==> src/rtl/pipelined_adder.sv <==
`timescale 1ns/1ps
`default_nettype none
// ============================================================================
// Module      : pipelined_adder
// Description : Pipelined adder/subtractor with a valid/ready stream
//               interface. The WIDTH-bit carry chain is cut into STAGES
//               slices of WIDTH/STAGES bits, one slice per register stage.
//               Operand slices not yet summed are skewed through shrinking
//               delay registers. Finished sum slices travel with the beat, so
//               a whole result leaves the last stage in a single cycle.
// Ports       : clk, rst_n          - clock, async active-low reset
//               in_valid/in_ready   - operand handshake
//               in1, in2, cin, sub  - operands, carry-in, subtract mode
//               out_valid/out_ready - result handshake
//               sout, cout, ovf     - result, carry-out, signed overflow
// Revision    : 1.0 - initial release
// ============================================================================
module pipelined_adder #(
  parameter int WIDTH  = 32,  // must be a multiple of STAGES
  parameter int STAGES = 4    // 1..WIDTH
) (
  input  logic             clk,
  input  logic             rst_n,
  input  logic             in_valid,
  output logic             in_ready,
  input  logic [WIDTH-1:0] in1,
  input  logic [WIDTH-1:0] in2,
  input  logic             cin,
  input  logic             sub,
  output logic             out_valid,
  input  logic             out_ready,
  output logic [WIDTH-1:0] sout,
  output logic             cout,
  output logic             ovf
);

  localparam int c_SLICE = WIDTH / STAGES;
  // Stage k still needs the operand bits above slice k-1, i.e.
  // WIDTH - k*c_SLICE bits. The operand chains pack those shrinking
  // slots back to back so that no register bit is ever left unread.
  localparam int c_OPW = STAGES * WIDTH - c_SLICE * ((STAGES * (STAGES - 1)) / 2);

  logic                        w_advance;
  logic [STAGES:0]             w_valid_chain;
  logic [STAGES:0]             w_carry_chain;
  logic [STAGES:0][WIDTH-1:0]  w_sum_chain;
  logic [c_OPW-1:0]            w_a_chain;
  logic [c_OPW-1:0]            w_b_chain;
  logic                        r_ovf;

  // A single global enable: the whole pipe moves or the whole pipe holds.
  assign w_advance = !out_valid || out_ready;
  assign in_ready  = w_advance;

  // Slot 0 of every chain is the raw beat presented at the input.
  assign w_valid_chain[0]       = in_valid;
  assign w_carry_chain[0]       = sub | cin;  // sub forces the +1 of A + ~B + 1
  assign w_sum_chain[0]         = '0;
  assign w_a_chain[WIDTH-1:0]   = in1;
  assign w_b_chain[WIDTH-1:0]   = sub ? ~in2 : in2;

  for (genvar k = 0; k < STAGES; k++) begin : g_stage
    localparam int c_OFF = k * WIDTH - c_SLICE * ((k * (k - 1)) / 2);
    localparam int c_REM = WIDTH - k * c_SLICE;

    logic [c_REM-1:0]   w_a;
    logic [c_REM-1:0]   w_b;
    logic [c_SLICE:0]   w_slice;
    logic [WIDTH-1:0]   w_sum_next;
    logic               r_valid;
    logic               r_carry;
    logic [WIDTH-1:0]   r_sum;

    // Lowest c_SLICE bits of the slot are this stage's operand slice.
    assign w_a     = w_a_chain[c_OFF +: c_REM];
    assign w_b     = w_b_chain[c_OFF +: c_REM];
    assign w_slice = {1'b0, w_a[c_SLICE-1:0]} + {1'b0, w_b[c_SLICE-1:0]}
                   + {{c_SLICE{1'b0}}, w_carry_chain[k]};

    always_comb begin
      w_sum_next = w_sum_chain[k];
      w_sum_next[k*c_SLICE +: c_SLICE] = w_slice[c_SLICE-1:0];
    end

    always_ff @(posedge clk or negedge rst_n) begin
      if (!rst_n) begin
        r_valid <= 1'b0;
        r_carry <= 1'b0;
        r_sum   <= '0;
      end else if (w_advance) begin
        r_valid <= w_valid_chain[k];
        r_carry <= w_slice[c_SLICE];
        r_sum   <= w_sum_next;
      end
    end

    assign w_valid_chain[k+1] = r_valid;
    assign w_carry_chain[k+1] = r_carry;
    assign w_sum_chain[k+1]   = r_sum;

    if (k < STAGES - 1) begin : g_skew
      // Hand the not-yet-added upper operand bits on to the next stage.
      logic [c_REM-c_SLICE-1:0] r_a;
      logic [c_REM-c_SLICE-1:0] r_b;

      always_ff @(posedge clk or negedge rst_n) begin
        if (!rst_n) begin
          r_a <= '0;
          r_b <= '0;
        end else if (w_advance) begin
          r_a <= w_a[c_REM-1:c_SLICE];
          r_b <= w_b[c_REM-1:c_SLICE];
        end
      end

      assign w_a_chain[c_OFF+c_REM +: c_REM-c_SLICE] = r_a;
      assign w_b_chain[c_OFF+c_REM +: c_REM-c_SLICE] = r_b;
    end else begin : g_ovf
      // Carry into the MSB is recovered as a ^ b ^ sum at that bit; XOR with
      // the carry out gives two's-complement overflow.
      always_ff @(posedge clk or negedge rst_n) begin
        if (!rst_n) begin
          r_ovf <= 1'b0;
        end else if (w_advance) begin
          r_ovf <= w_a[c_REM-1] ^ w_b[c_REM-1] ^ w_slice[c_SLICE-1] ^ w_slice[c_SLICE];
        end
      end
    end
  end

  assign out_valid = w_valid_chain[STAGES];
  assign cout      = w_carry_chain[STAGES];
  assign sout      = w_sum_chain[STAGES];
  assign ovf       = r_ovf;

endmodule
`default_nettype wire

==> config.mk <==
export PLATFORM = sky130hd
export DESIGN_NAME = pipelined_adder
export DESIGN_NICKNAME = d
export VERILOG_FILES = /design/src/rtl/pipelined_adder.sv
export SDC_FILE = /design/constraint.sdc
export NUM_CORES = 1
export LEC_CHECK = 0
export BUFFER_PORTS_ARGS = -buffer_cell sky130_fd_sc_hd__buf_2
export CAP_MARGIN = 0
export CELL_PAD_IN_SITES_DETAIL_PLACEMENT = 1
export CELL_PAD_IN_SITES_GLOBAL_PLACEMENT = 1
export CORE_MARGIN = 10
export CORE_UTILIZATION = 44
export CTS_CLUSTER_DIAMETER = 60
export DETAILED_ROUTE_END_ITERATION = 16
export GPL_ROUTABILITY_DRIVEN = 0
export PLACE_DENSITY_LB_ADDON = 0.1
export SYNTH_ARGS = -nofsm -noshare
export SYNTH_HDL_FRONTEND = slang
export SYNTH_SLANG_ARGS = --single-unit
==> constraint.sdc <==
create_clock -name clk -period 3.1 [get_ports clk]
set_input_delay 0.62 -clock clk [delete_from_list [all_inputs] [get_ports clk]]
set_output_delay 0.62 -clock clk [all_outputs]
set_load 0.01 [all_outputs]
* Word level (Yosys, flattened, before mapping)
Cells that the tools add are included.
Storage, ports and cells: flip-flop bits (word level) 185, bits of input ports 70, output and inout port bits 36, logic and storage cells 35
Operators by class: add/sub/neg operators 8, mux-type cells 1, bitwise operators 5, reduce and logical (&&, ||, !) cells 2
Operators with widths (count):
- $add 8x8->9 | 4
- $add 9x1->9 | 4
- $mux 32 | 1
- $not 32->32 | 1
- $xor 1x1->1 | 3
- $logic_not 1->1 | 1
- $logic_or 1x1->1 | 1
- $or 1x1->1 | 1

* Depth between registers and ports, before layout
Gate-level depths: netlist (run 1).
word-level depth 4, mapped depth 11, mapped depth without buffers 9

* Worst setup path before layout (run 1)
OpenSTA, ideal clock, no wires.
kind in2reg, from input port sub, to register g_stage[0].r_sum[6], setup time 0.069 ns, arrival 2.655 ns, required time 3.031 ns, path slack 0.377 ns, stages on the path 11, path buffers 2, cell sequence buf_2 -> buf_2 -> or2_2 -> fa_1 -> inv_1 -> fa_1 -> nor2b_1 -> o21ai_1 -> a21boi_0 -> or3_1 -> nand3_1
On the way: longest elaborated chain between the ends 3, elaborated cells between the ends (all ways) 4, those cells by class 2 x add/sub; 1 x mux; 1 x bitwise
RTL lines:
- from (decl) | line 29 | input logic sub,
- $mux 32 | line 60 | assign w_b_chain[WIDTH-1:0] = sub ? ~in2 : in2;
- $add 8x8->9 | line 77 | assign w_slice = {1'b0, w_a[c_SLICE-1:0]} + {1'b0, w_b[c_SLICE-1:0]}
- $add 9x1->9 * | line 78 | + {{c_SLICE{1'b0}}, w_carry_chain[k]};
- to (signal assigned) | line 93 | r_sum <= w_sum_next;
- to (decl) | line 72 | logic [WIDTH-1:0] r_sum;
Mark *: on every way between the ends. The rest lies on a longest branch, timed or not. A chain may end at the register's enable or synchronous reset.

* Final worst setup path (run 1)
Ends and elaborated chain as after synthesis.

==> results of run 1 <==
-- worst max-delay path, delay by kind of cell --
kind / cells / cell delay (ns)
AND/OR/NAND/NOR: 4 / 0.85
adder cells (fa/ha/maj): 2 / 0.63
AO/OA/AOI/OAI: 2 / 0.36
buffers and inverters: 2 / 0.26
-- registers in the layout (all words and copies together) (netlist names) --
register and cells:
g_stage.g_skew.r_b 48, g_stage.r_carry 3, ovf 1, g_stage.g_skew.r_a 48, g_stage.r_sum 48, sout 32, cout 1, g_stage.r_valid 3
out_valid 1
-- power by group through the flow --
stage / sequential [mW] / clock, mW / combinational (mW)
final: 4.11 / 2.11 / 3.83
after global routing: 4.26 / 2.26 / 4.43
after CTS: 4.13 / 2.16 / 3.92
after detailed placement: 4.17 / 0 / 3.88
after global placement: 4.11 / 0 / 3.75
after floorplan: 4.11 / 0 / 2.80
-- final cells by class --
class | instances | area, um^2
clock buffer | 21 | 460
clock inverter | 11 | 111
tap | 260 | 325
timing repair buffer | 118 | 669
sequential | 185 | 4630
inverter | 9 | 36.3
multi-input combinational | 680 | 3530
fill | 2234 | 9070
-- how the worst max path moves through the flow --
| stage | cells after the start | end | from |
|---|---|---|---|
| after CTS | 10 | g_stage[0].r_sum[6] | sub |
| final | 10 | g_stage[0].r_sum[6] | sub |
| after global routing | 10 | g_stage[0].r_carry | sub |
| after detailed placement | 10 | g_stage[0].r_sum[6] | sub |
| after floorplan | 11 | g_stage[0].r_sum[6] | sub |
| after global placement | 10 | g_stage[0].r_sum[6] | sub |
-- cells by family after synthesis --
logic type      count (synthesis)  share of synthesized area (%)
xor+xnor                       53                           5.47
compound gates                104                           7.51
flops                         185                           54.6
simple gates                  487                           22.6
buf+inv                        60                           3.82
fa+ha+maj                      36                           6.02
-- through the flow --
| step | power [mW] | util, % |
|---|---|---|
| 2_1_floorplan | 6.91 | - |
| 3_3_place_gp | 7.86 | 48.8 |
| 3_5_place_dp | 8.04 | 48.8 |
| 4_1_cts | 10.2 | 51.8 |
| 5_1_grt | 11.0 | 51.8 |
| 6_report | 10.0 | 51.8 |
-- cell usage after synthesis, types with 2 or more instances --
cell | n | area share [%]
a211oi_1 | 3 | 0.27
a21o_1 | 9 | 0.80
a21o_4 | 2 | 0.35
a21oi_1 | 31 | 1.8
a21oi_2 | 2 | 0.21
a41o_1 | 2 | 0.24
buf_2 | 40 | 2.4
buf_6 | 2 | 0.27
buf_8 | 2 | 0.35
clkbuf_1 | 5 | 0.22
dfrtp_1 | 185 | 55
fa_1 | 8 | 1.9
ha_1 | 28 | 4.1
inv_1 | 8 | 0.35
nand2_1 | 441 | 20
nand2b_1 | 3 | 0.22
nand3_1 | 5 | 0.29
nand4_1 | 4 | 0.29
nand4b_1 | 2 | 0.21
nor2_1 | 18 | 0.80
nor3b_1 | 2 | 0.18
o211ai_1 | 6 | 0.53
o21ai_0 | 37 | 2.2
o31a_1 | 2 | 0.21
or3_1 | 2 | 0.15
or4b_1 | 2 | 0.24
xnor2_1 | 38 | 3.9
xor2_1 | 15 | 1.5
-- layout by cell type (no fill, tap or decap), types with 2 or more instances in the layout --
cell type   count
xnor2_1        38
clkbuf_8        3
clkinvlp_4      2
o31a_1          2
o211ai_1        6
ha_1           28
nor3b_1         2
a21oi_2         2
or4b_1          2
nand4_1         4
clkinv_4        4
clkbuf_1        2
buf_2         104
buf_4          10
a21o_4          2
or3_1           2
nor2_1         18
nand2_1       441
o21ai_0        37
dfrtp_1       185
a21oi_1        31
nand3_1         5
inv_1           7
inv_6           3
a41o_1          2
nand2b_1        3
clkbuf_16      17
fa_1            8
a21o_1          9
xor2_1         15
a211oi_1        3
buf_12          3
nand4b_1        2
-- per-layer routing --
metal	up-vias	wire, um	global-route usage [%]	part of all wire [%]
met2	89	8600	23.6	45
met1	2883	9480	20.5	50
li1	3123	-	-	-
met5	-	0	0	0
met4	0	274	4.63	1.4
met3	14	568	3.56	3.0
==> metrics.yaml, run 1 <==
synthesis:
  ys_seq_area_share_pct: 54.6
  ys_dominant_reg_cell: "dfrtp_1"
  synthCells: 925
  ys_ff_latch: 185
  ys_warn_count: 0
  syn-mean-instance-area_um2: 9.17
  async_flop_share_pct: 100
  synth_area_mm2: 0.00848
  synth_edf_count: 0
  synth_cell_types: 49
  mappedNetlistNets: 1031
outcome:
  status: "finished clean"
sta:
  setup_viol: 0
  max_freq_mhz: 421
  setup_ws_ns: 0.727
  period_share_pct: 76.5
  slew_violations: 0
  setup_tns_ns: 0
  min_period_ns: 2.37
  hold-worst-slack_ns: 0.210
  hold_violations: 0
  relSlewSlack_pct: 55.8
  clock_skew_ns: 0.0126
  rsz0062_at_grt: "false"
  worst_pin_slew_ns: 0.663
route:
  dr.pass1.iters: 4
  postRouteAntennaNets: 0
  drtIter0Drc: 349
  drc: 0
  via_per_inst: 4.76
  vias: 6109
  wl_per_cell_um: 14.7
  wirelength_um: 18900
placed_design:
  place_hpwl_um: 13200
  placed_cell_area_mm2: 0.00919
  io_buffers: 105
  post-place-ws_ns: 0.285
  place_inst: 1252
power_and_ir_drop:
  p_switching_mw: 3.81
  powerDensity_mw_per_mm2: 1030
  p_int_mw: 6.24
  comb_power_share_pct: 38.1
  swShare_pct: 37.9
  seqPwrFrac_pct: 40.9
  max-vdd-ir-drop_v: 0.000383
  p_leak_nw: 5.00
  clockPowerShare_pct: 21.0
grt:
  grt_pass1_vias: 6461
  grt_pass1_wl_um: 32100
  grt_max_degree: 145
  antenna_found_initial: 0
  gr-total-overflow: 0
  track_usage_pct: 15.2
setup_path:
  crit_chain: "buf_2 > or2_2 > fa_1 > inv_1 > fa_1 > nor2b_1 > o21ai_1 > a21boi_0 > or3_1 > nand3_1"
  crit_required_ns: 3.46
  crit_top_cell: "fa_1"
  r2r_cells: 7
  crit_slowest_cell: "fa_1"
  r2r-start: "g_stage[0].r_carry"
  critPathMaxFanout: 4
  worstReg2RegEnd: "g_stage[1].r_carry"
  endpoint_kind: "flop"
  cpPeakStageDelay_ns: 0.41
  critical_path_class: "primary input to flop"
  arrival_ns: 2.73
  ff2ff_setup_slack_ns: 0.77
  start_kind: "primary input"
clocking:
  ctsResizeCount: 0
  cts.clk_slew.worst_paths_ns: 0.07
  root_buffer: "clkbuf_16"
  clkLatencyLatePin_ns: 0.43
  holdBufCountCts: 0
  clk_path_buf_depth: 2
  cts_made_buffers: 17
  clock_sinks: 185
  cts_tree: "built"
  cts_setup_buffers: 0
  cts_max_level: 4
floorplan:
  start_util_pct: 45.0
  fp.dieArea_mm2: 0.0252
  die_h_um: 159
  fp.dieW_um: 159
  ioPinCount: 106
  fp.coreArea_mm2: 0.0188
  rows: 50
cells_and_area:
  syn2layout_area_growth_pct: 15.1
  drive_gt1_share_pct: 15.3
  fin_cells: 1284
  fin_area_mm2: 0.00976
  finalNetCount: 1117
  antenna_cells: 0
min_path:
  min_path_type: "primary input to asynchronous set/reset pin"
flow_run:
  max_cap_violations: 0
(Power assumes the default switching activity.)
==> inputs of run 2 (changes only) <==
Settings changed: CORE_UTILIZATION 44 to 40.
Clock period 3.1 ns to 2 ns, I/O delays scaled along.
==> run 2 against run 1 <==
Net effect:
- the run now ends with negative setup slack left
- non-clock buffer count grew 24
- sequential power grew 55%
- critical path depth shrank 3
- via count grew 2.8%
- clock power grew 60%
- clock-buffer cell count shrank 2
- core utilization shrank 3.4 points
- hold slack lost 0.051 ns
- critical endpoint is now g_stage[2].r_carry
- largest power group is now combinational logic
==> metrics.yaml, run 2 (synthesis gave the netlist of run 1 again) <==
route:
  wl_per_cell_um: 14.7  # about the same
  dr.pass1.iters: 4  # unchanged
  via_per_inst: 4.74  # was 4.76
  postRouteAntennaNets: 0  # unchanged
  wirelength_um: 19500  # was 18,900 um
  vias: 6282  # was 6,109
  drtIter0Drc: 294  # was 349
  drc: 0  # unchanged
power_and_ir_drop:
  comb_power_share_pct: 40.7  # was 38.1%
  clockPowerShare_pct: 20.5  # was 21.0%
  swShare_pct: 37.6  # was 37.9%
  p_switching_mw: 6.16  # was 3.81 mW
  powerDensity_mw_per_mm2: 1620  # was 1030 mW/mm^2
  p_int_mw: 10.2  # was 6.24 mW
  p_leak_nw: 5.16  # was 5.00 nW
  seqPwrFrac_pct: 38.7  # was 40.9%
  max-vdd-ir-drop_v: 0.000584  # was 0.000383 V
setup_path:
  endpoint_kind: "flop"  # unchanged
  arrival_ns: 2.43  # was 2.73 ns
  start_kind: "flop"  # was primary input
  worstReg2RegEnd: "g_stage[2].r_carry"  # was g_stage[1].r_carry
  crit_required_ns: 2.31  # was 3.46 ns
  r2r_cells: 7  # unchanged
  ff2ff_setup_slack_ns: -0.13  # was 0.77 ns
  critPathMaxFanout: 3  # was 4
  critical_path_class: "flop to flop"  # was primary input to flop
  r2r-start: "g_stage[1].r_carry"  # was g_stage[0].r_carry
flow_run:
  max_cap_violations: 0  # unchanged
clocking:
  cts.clk_slew.worst_paths_ns: 0.07  # about the same
  clock_sinks: 185  # unchanged
  clk_path_buf_depth: 2  # unchanged
  cts_tree: "built"  # unchanged
  root_buffer: "clkbuf_16"  # unchanged
  cts_made_buffers: 17  # unchanged
  cts_max_level: 4  # unchanged
  clkLatencyLatePin_ns: 0.43  # about the same
sta:
  worst_pin_slew_ns: 0.428  # was 0.663 ns
  period_share_pct: 106
  hold_violations: 0  # unchanged
  clock_skew_ns: 0.0125  # was 0.0126 ns
  max_freq_mhz: 471
  min_period_ns: 2.13
  setup_ws_ns: -0.125  # was 0.727 ns
  relSlewSlack_pct: 71.4  # was 55.8%
  rsz0062_at_grt: "true"  # was false
  slew_violations: 0  # unchanged
  setup_viol: 5  # was 0
floorplan:
  start_util_pct: 40.5  # was 45.0%
  fp.dieW_um: 166  # was 159 um
  die_h_um: 166  # was 159 um
  ioPinCount: 106  # unchanged
  rows: 53  # was 50
  fp.coreArea_mm2: 0.0210  # was 0.0188 mm^2
  fp.dieArea_mm2: 0.0274  # was 0.0252 mm^2
grt:
  gr-total-overflow: 0  # unchanged
  antenna_found_initial: 2  # was 0
  track_usage_pct: 14.3  # was 15.2%
  grt_pass1_wl_um: 33400  # was 32,100 um
  grt_pass1_vias: 6687  # was 6,461
  grt_max_degree: 67  # was 145
cells_and_area:
  finalNetCount: 1141  # was 1,117
  reg_top3: "g_stage.g_skew.r_a (48), g_stage.g_skew.r_b (48), g_stage.r_sum (48)"  # unchanged
  mostFrequentLayoutCells: "nand2_1 (440), dfrtp_1 (185), buf_2 (104)"  # was nand2_1 (441), dfrtp_1 (185), buf_2 (104)
  drive_gt1_share_pct: 19.5  # was 15.3%
  layout_commonest_cell: "nand2_1"  # unchanged
  fin_area_mm2: 0.0101  # was 0.00976 mm^2
  utilization_pct: 48.4  # was 51.8%
  syn2layout_area_growth_pct: 19.6  # was 15.1%
  fill_cells: 2476  # was 2,234
outcome:
  violations: "negative setup slack"
  status: "finished, violations left"  # was finished clean
placed_design:
  placed_cell_area_mm2: 0.00939  # was 0.00919 mm^2
  io_buffers: 105  # unchanged
  place_hpwl_um: 13400  # was 13,200 um
min_path:
  min_to: "g_stage[0].g_skew.r_a[9]"
  min_path_type: "primary input to flop"  # was primary input to asynchronous set/reset pin
  min_from: "in1[17]"
  whs_path_depth: 3
==> run 2: worst max-delay path: stages, from the launching register on <==
cell and delay [ns]:
dfrtp_1 0.40, fa_2 0.42, fa_2 0.35, a21o_1 0.17, a21o_4 0.22, a21oi_4 0.15
a21oi_2 0.07, o31a_1 0.23
==> run 2: how the worst max path moves through the flow <==
stage	depth (start not counted)	end	slack, ns	start
after floorplan	11	g_stage[0].r_sum[6]	-0.28	sub
after global placement	10	g_stage[0].r_sum[6]	-0.25	sub
after detailed placement	10	g_stage[0].r_sum[6]	-0.33	sub
after CTS	7	g_stage[2].r_carry	-0.16	g_stage[1].g_skew.r_b[0]
after global routing	7	g_stage[1].r_carry	-0.20	g_stage[0].g_skew.r_a[0]
final	7	g_stage[2].r_carry	-0.13	g_stage[1].r_carry
==> run 2: power groups by stage <==
stage | registers [mW] | clock network [mW] | logic, mW
finish | 6.35 | 3.37 | 6.68
global route | 6.60 | 3.66 | 7.63
CTS | 6.39 | 3.48 | 6.50
detailed placement | 6.44 | 0 | 6.27
global placement | 6.38 | 0 | 6.10
floorplan | 6.37 | 0 | 4.36
==> run 2: cell type report <==
| type | count | area (um^2) | area share (%) |
|---|---|---|---|
| clock buffer | 19 | 443 | 4.36 |
| tap | 275 | 344 | 3.39 |
| sequential | 185 | 4630 | 45.6 |
| antenna | 2 | 5.00 | 0.0493 |
| clock inverter | 12 | 141 | 1.39 |
| inverter | 9 | 36.3 | 0.357 |
| timing repair buffer | 142 | 906 | 8.93 |
| multi-input combinational | 680 | 3640 | 35.9 |
==> run 2: timing repair <==
action	4_1_cts	5_1_grt
resized for setup	9	13
setup endpoints to repair	11	14
hold buffers	1	0
setup buffers	4	5
pin swaps	9	14
endpoints found under the hold margin	43	0
==> run 2: stage by stage <==
step                      std cells  hold slack [ns]  setup TNS (ns)  total power, mW  setup WS (ns)
after floorplan                 925            0.104          -0.784             10.7         -0.276
after global placement         1281            0.371           -1.17             12.5         -0.247
after detailed placement       1281            0.374           -1.76             12.7         -0.328
after CTS                      1317            0.148          -0.430             16.4         -0.162
after global routing           1323            0.155          -0.954             17.9         -0.202
final                          1324            0.159          -0.320             16.4         -0.125
==> run 2: per-layer routing <==
layer	GRT usage (%)	share of wire (%)	vias to the layer above
li1	-	-	3167
met1	19.3	49	3030
met2	22.8	47	73
met3	3.55	2.9	12
met4	3.27	1.0	0
met5	0	0	-
==> inputs of run 3 (changes only) <==
Settings changed: ABC_AREA from default to 1.
==> run 3 against run 2 <==
Net effect:
- the flow now finishes without violations
- non-clock buffer count fell by 13
- hold slack better by 0.0050 ns
- largest cell class unchanged
- total power down 5.3%
- first-iteration DRC count increased by 28%
- register-to-register slack improved by 0.17 ns
- sequential share of layout area increased by 0.34 points
- clock power decreased by 7.4%
- die area grew 1.6%
- wire length rose by 4.8%
- core utilization is 0.81 points lower
- combinational power down 8.1%
- clock-buffer cell count is the same
==> metrics.yaml, run 3 <==
floorplan:
  ioPinCount: 106  # unchanged
  die_h_um: 167  # was 166 um
  start_util_pct: 40.8  # was 40.5%
  fp.coreArea_mm2: 0.0212  # was 0.0210 mm^2
  rows: 53  # unchanged
  fp.dieW_um: 167  # was 166 um
  fp.dieArea_mm2: 0.0279  # was 0.0274 mm^2
synthesis:
  ys_warn_count: 0  # unchanged
  synth_edf_count: 0  # unchanged
  ys_ff_latch: 185  # unchanged
  synthCells: 992  # was 925
  ys_dominant_reg_cell: "dfrtp_1"  # unchanged
  synthTopCellsByCount: "nand2_1 (411), dfrtp_1 (185), inv_1 (78)"  # was nand2_1 (441), dfrtp_1 (185), buf_2 (40)
  mappedNetlistNets: 1098  # was 1,031
  synth_cell_types: 25  # was 49
  synth_area_leaders: "dfrtp_1 (54%), nand2_1 (18%), o21ai_0 (4.5%)"  # was dfrtp_1 (55%), nand2_1 (20%), ha_1 (4.1%)
  synth_area_mm2: 0.00864  # was 0.00848 mm^2
  ys_seq_area_share_pct: 53.6  # was 54.6%
  syn-mean-instance-area_um2: 8.71  # was 9.17 um^2
  yosysTopAreaCell: "dfrtp_1"  # unchanged
  async_flop_share_pct: 100  # unchanged
  synthMostInstantiatedCell: "nand2_1"  # unchanged
  synth_top_area_share_pct: 53.6  # was 54.6%
placed_design:
  io_buffers: 105  # unchanged
  place_hpwl_um: 14100  # was 13,400 um
grt:
  grt_pass1_vias: 7169  # was 6,687
  track_usage_pct: 14.9  # was 14.3%
  grt_max_degree: 113  # was 67
  grt_pass1_wl_um: 34900  # was 33,400 um
  gr-total-overflow: 0  # unchanged
  antenna_found_initial: 1  # was 2
sta:
  hold_violations: 0  # unchanged
  slew_violations: 0  # unchanged
  clock_skew_ns: 0.0134  # was 0.0125 ns
  relSlewSlack_pct: 68.1  # was 71.4%
  setup_tns_ns: 0  # was -0.320 ns
  period_share_pct: 97.7  # was 106%
  hold-worst-slack_ns: 0.164  # was 0.159 ns
  max_freq_mhz: 512  # was 471 MHz
  setup_viol: 0  # was 5
  worst_pin_slew_ns: 0.478  # was 0.428 ns
  min_period_ns: 1.95  # was 2.13 ns
power_and_ir_drop:
  p_leak_nw: 5.20  # was 5.16 nW
  max-vdd-ir-drop_v: 0.00127  # was 0.000584 V
  powerDensity_mw_per_mm2: 1540  # was 1620 mW/mm^2
route:
  dr.pass1.iters: 6  # was 4
  via_per_inst: 4.74  # about the same
  postRouteAntennaNets: 0  # unchanged
  drtIter0Drc: 375  # was 294
  vias: 6567  # was 6,282
  wirelength_um: 20400  # was 19,500 um
  drc: 0  # unchanged
  wl_per_cell_um: 14.7  # about the same
clocking:
  cts_max_level: 4  # unchanged
  cts.clk_slew.worst_paths_ns: 0.07  # about the same
  clkLatencyLatePin_ns: 0.43  # about the same
  root_buffer: "clkbuf_16"  # unchanged
  cts_tree: "built"  # unchanged
  clk_path_buf_depth: 2  # unchanged
  cts_made_buffers: 17  # unchanged
  clock_sinks: 185  # unchanged
setup_path:
  endpoint_kind: "flop"  # unchanged
  critical_path_class: "flop to flop"  # unchanged
  arrival_ns: 2.25  # was 2.43 ns
  crit_required_ns: 2.29  # was 2.31 ns
  start_kind: "flop"  # unchanged
  critPathMaxFanout: 3  # unchanged
flow_run:
  max_cap_violations: 0  # unchanged
cells_and_area:
  finalNetCount: 1202  # was 1,141
  reg_top3: "g_stage.g_skew.r_a (48), g_stage.g_skew.r_b (48), g_stage.r_sum (48)"  # unchanged
  fill_cells: 2578  # was 2,476
  syn2layout_area_growth_pct: 16.6  # was 19.6%
  mostFrequentLayoutCells: "nand2_1 (408), dfrtp_1 (185), buf_2 (104)"  # was nand2_1 (440), dfrtp_1 (185), buf_2 (104)
  drive_gt1_share_pct: 16.2  # was 19.5%
  utilization_pct: 47.6  # was 48.4%
  layout_commonest_cell: "nand2_1"  # unchanged
outcome:
  status: "finished clean"  # was finished, violations left
min_path:
  min_path_type: "primary input to flop"  # unchanged
[run 3: cells by family after synthesis]
logic type / after synthesis / share of synthesized area (%)
adder cells (fa/ha/maj): 36 / 5.91
flip-flops: 185 / 53.6
AND/OR/NAND/NOR: 477 / 21.9
XOR/XNOR: 39 / 3.95
buffers and inverters: 123 / 6.91
AO/OA/AOI/OAI: 132 / 7.71
[run 3: final timing paths]
path	start	slack (ns)	depth (start not counted)	to
worst max-delay path	g_stage[2].g_skew.r_b[0]	0.05	9	cout
worst min-delay path	in1[13]	0.16	3	g_stage[0].g_skew.r_a[5]
worst max register to register	g_stage[2].g_skew.r_b[0]	0.05	9	cout
worst min register to register	g_stage[2].r_valid	0.46	2	out_valid
max in group asynchronous	rst_n	0.94	3	g_stage[2].r_carry
min in group asynchronous	rst_n	0.43	2	g_stage[2].r_sum[3]
[run 3: area by class of cell]
cell class	count	area (um^2)	area share, %
Sequential cell	185	4630	46.0
Multi-Input combinational cell	684	3470	34.4
Timing Repair Buffer	129	805	7.99
Clock buffer	19	433	4.30
Tap cell	275	344	3.42
Inverter	79	299	2.97
Clock inverter	13	93.8	0.931
Antenna cell	1	2.50	0.0248
[run 3: report_power, final]
part	switching, mW	internal, mW
Combinational	3.73	2.41
Sequential	0.872	5.40
Clock	1.51	1.60
[run 3: timing repair]
item | 4_1_cts | 5_1_grt
hold endpoints to repair | 23 | 0
hold buffers | 1 | 0
setup buffers | 0 | 6
pin swaps | 0 | 5
resized for setup | 2 | 11
setup endpoints to repair | 2 | 5
[run 3: critical path: stages (launching register included)]
cell     delay, ns
dfrtp_1       0.41
fa_2          0.43
fa_2          0.39
nand2_2       0.11
nand2_4       0.06
nand2_2       0.09
nor2_2        0.05
nor2_2        0.12
buf_4         0.11
o21ai_0       0.06
[run 3: routing by layer]
metal	share of wire (%)	GRT usage, %	vias to the layer above
met3	2.9	3.20	13
met5	0	0	-
met1	46	18.4	3173
met4	0.89	3.93	0
li1	-	-	3312
met2	51	25.6	69
[run 3: metrics by stage]
step	cell area [um^2]	worst slack, ns	std cells	power [mW]
global route	10100	-0.0774	1384	17.0
detailed placement	9450	-0.0765	1345	12.4
finish	10100	0.0462	1385	15.5
floorplan	8670	-0.0686	992	10.5
CTS	9990	0.0143	1378	15.6
global placement	9450	-0.0478	1345	12.1
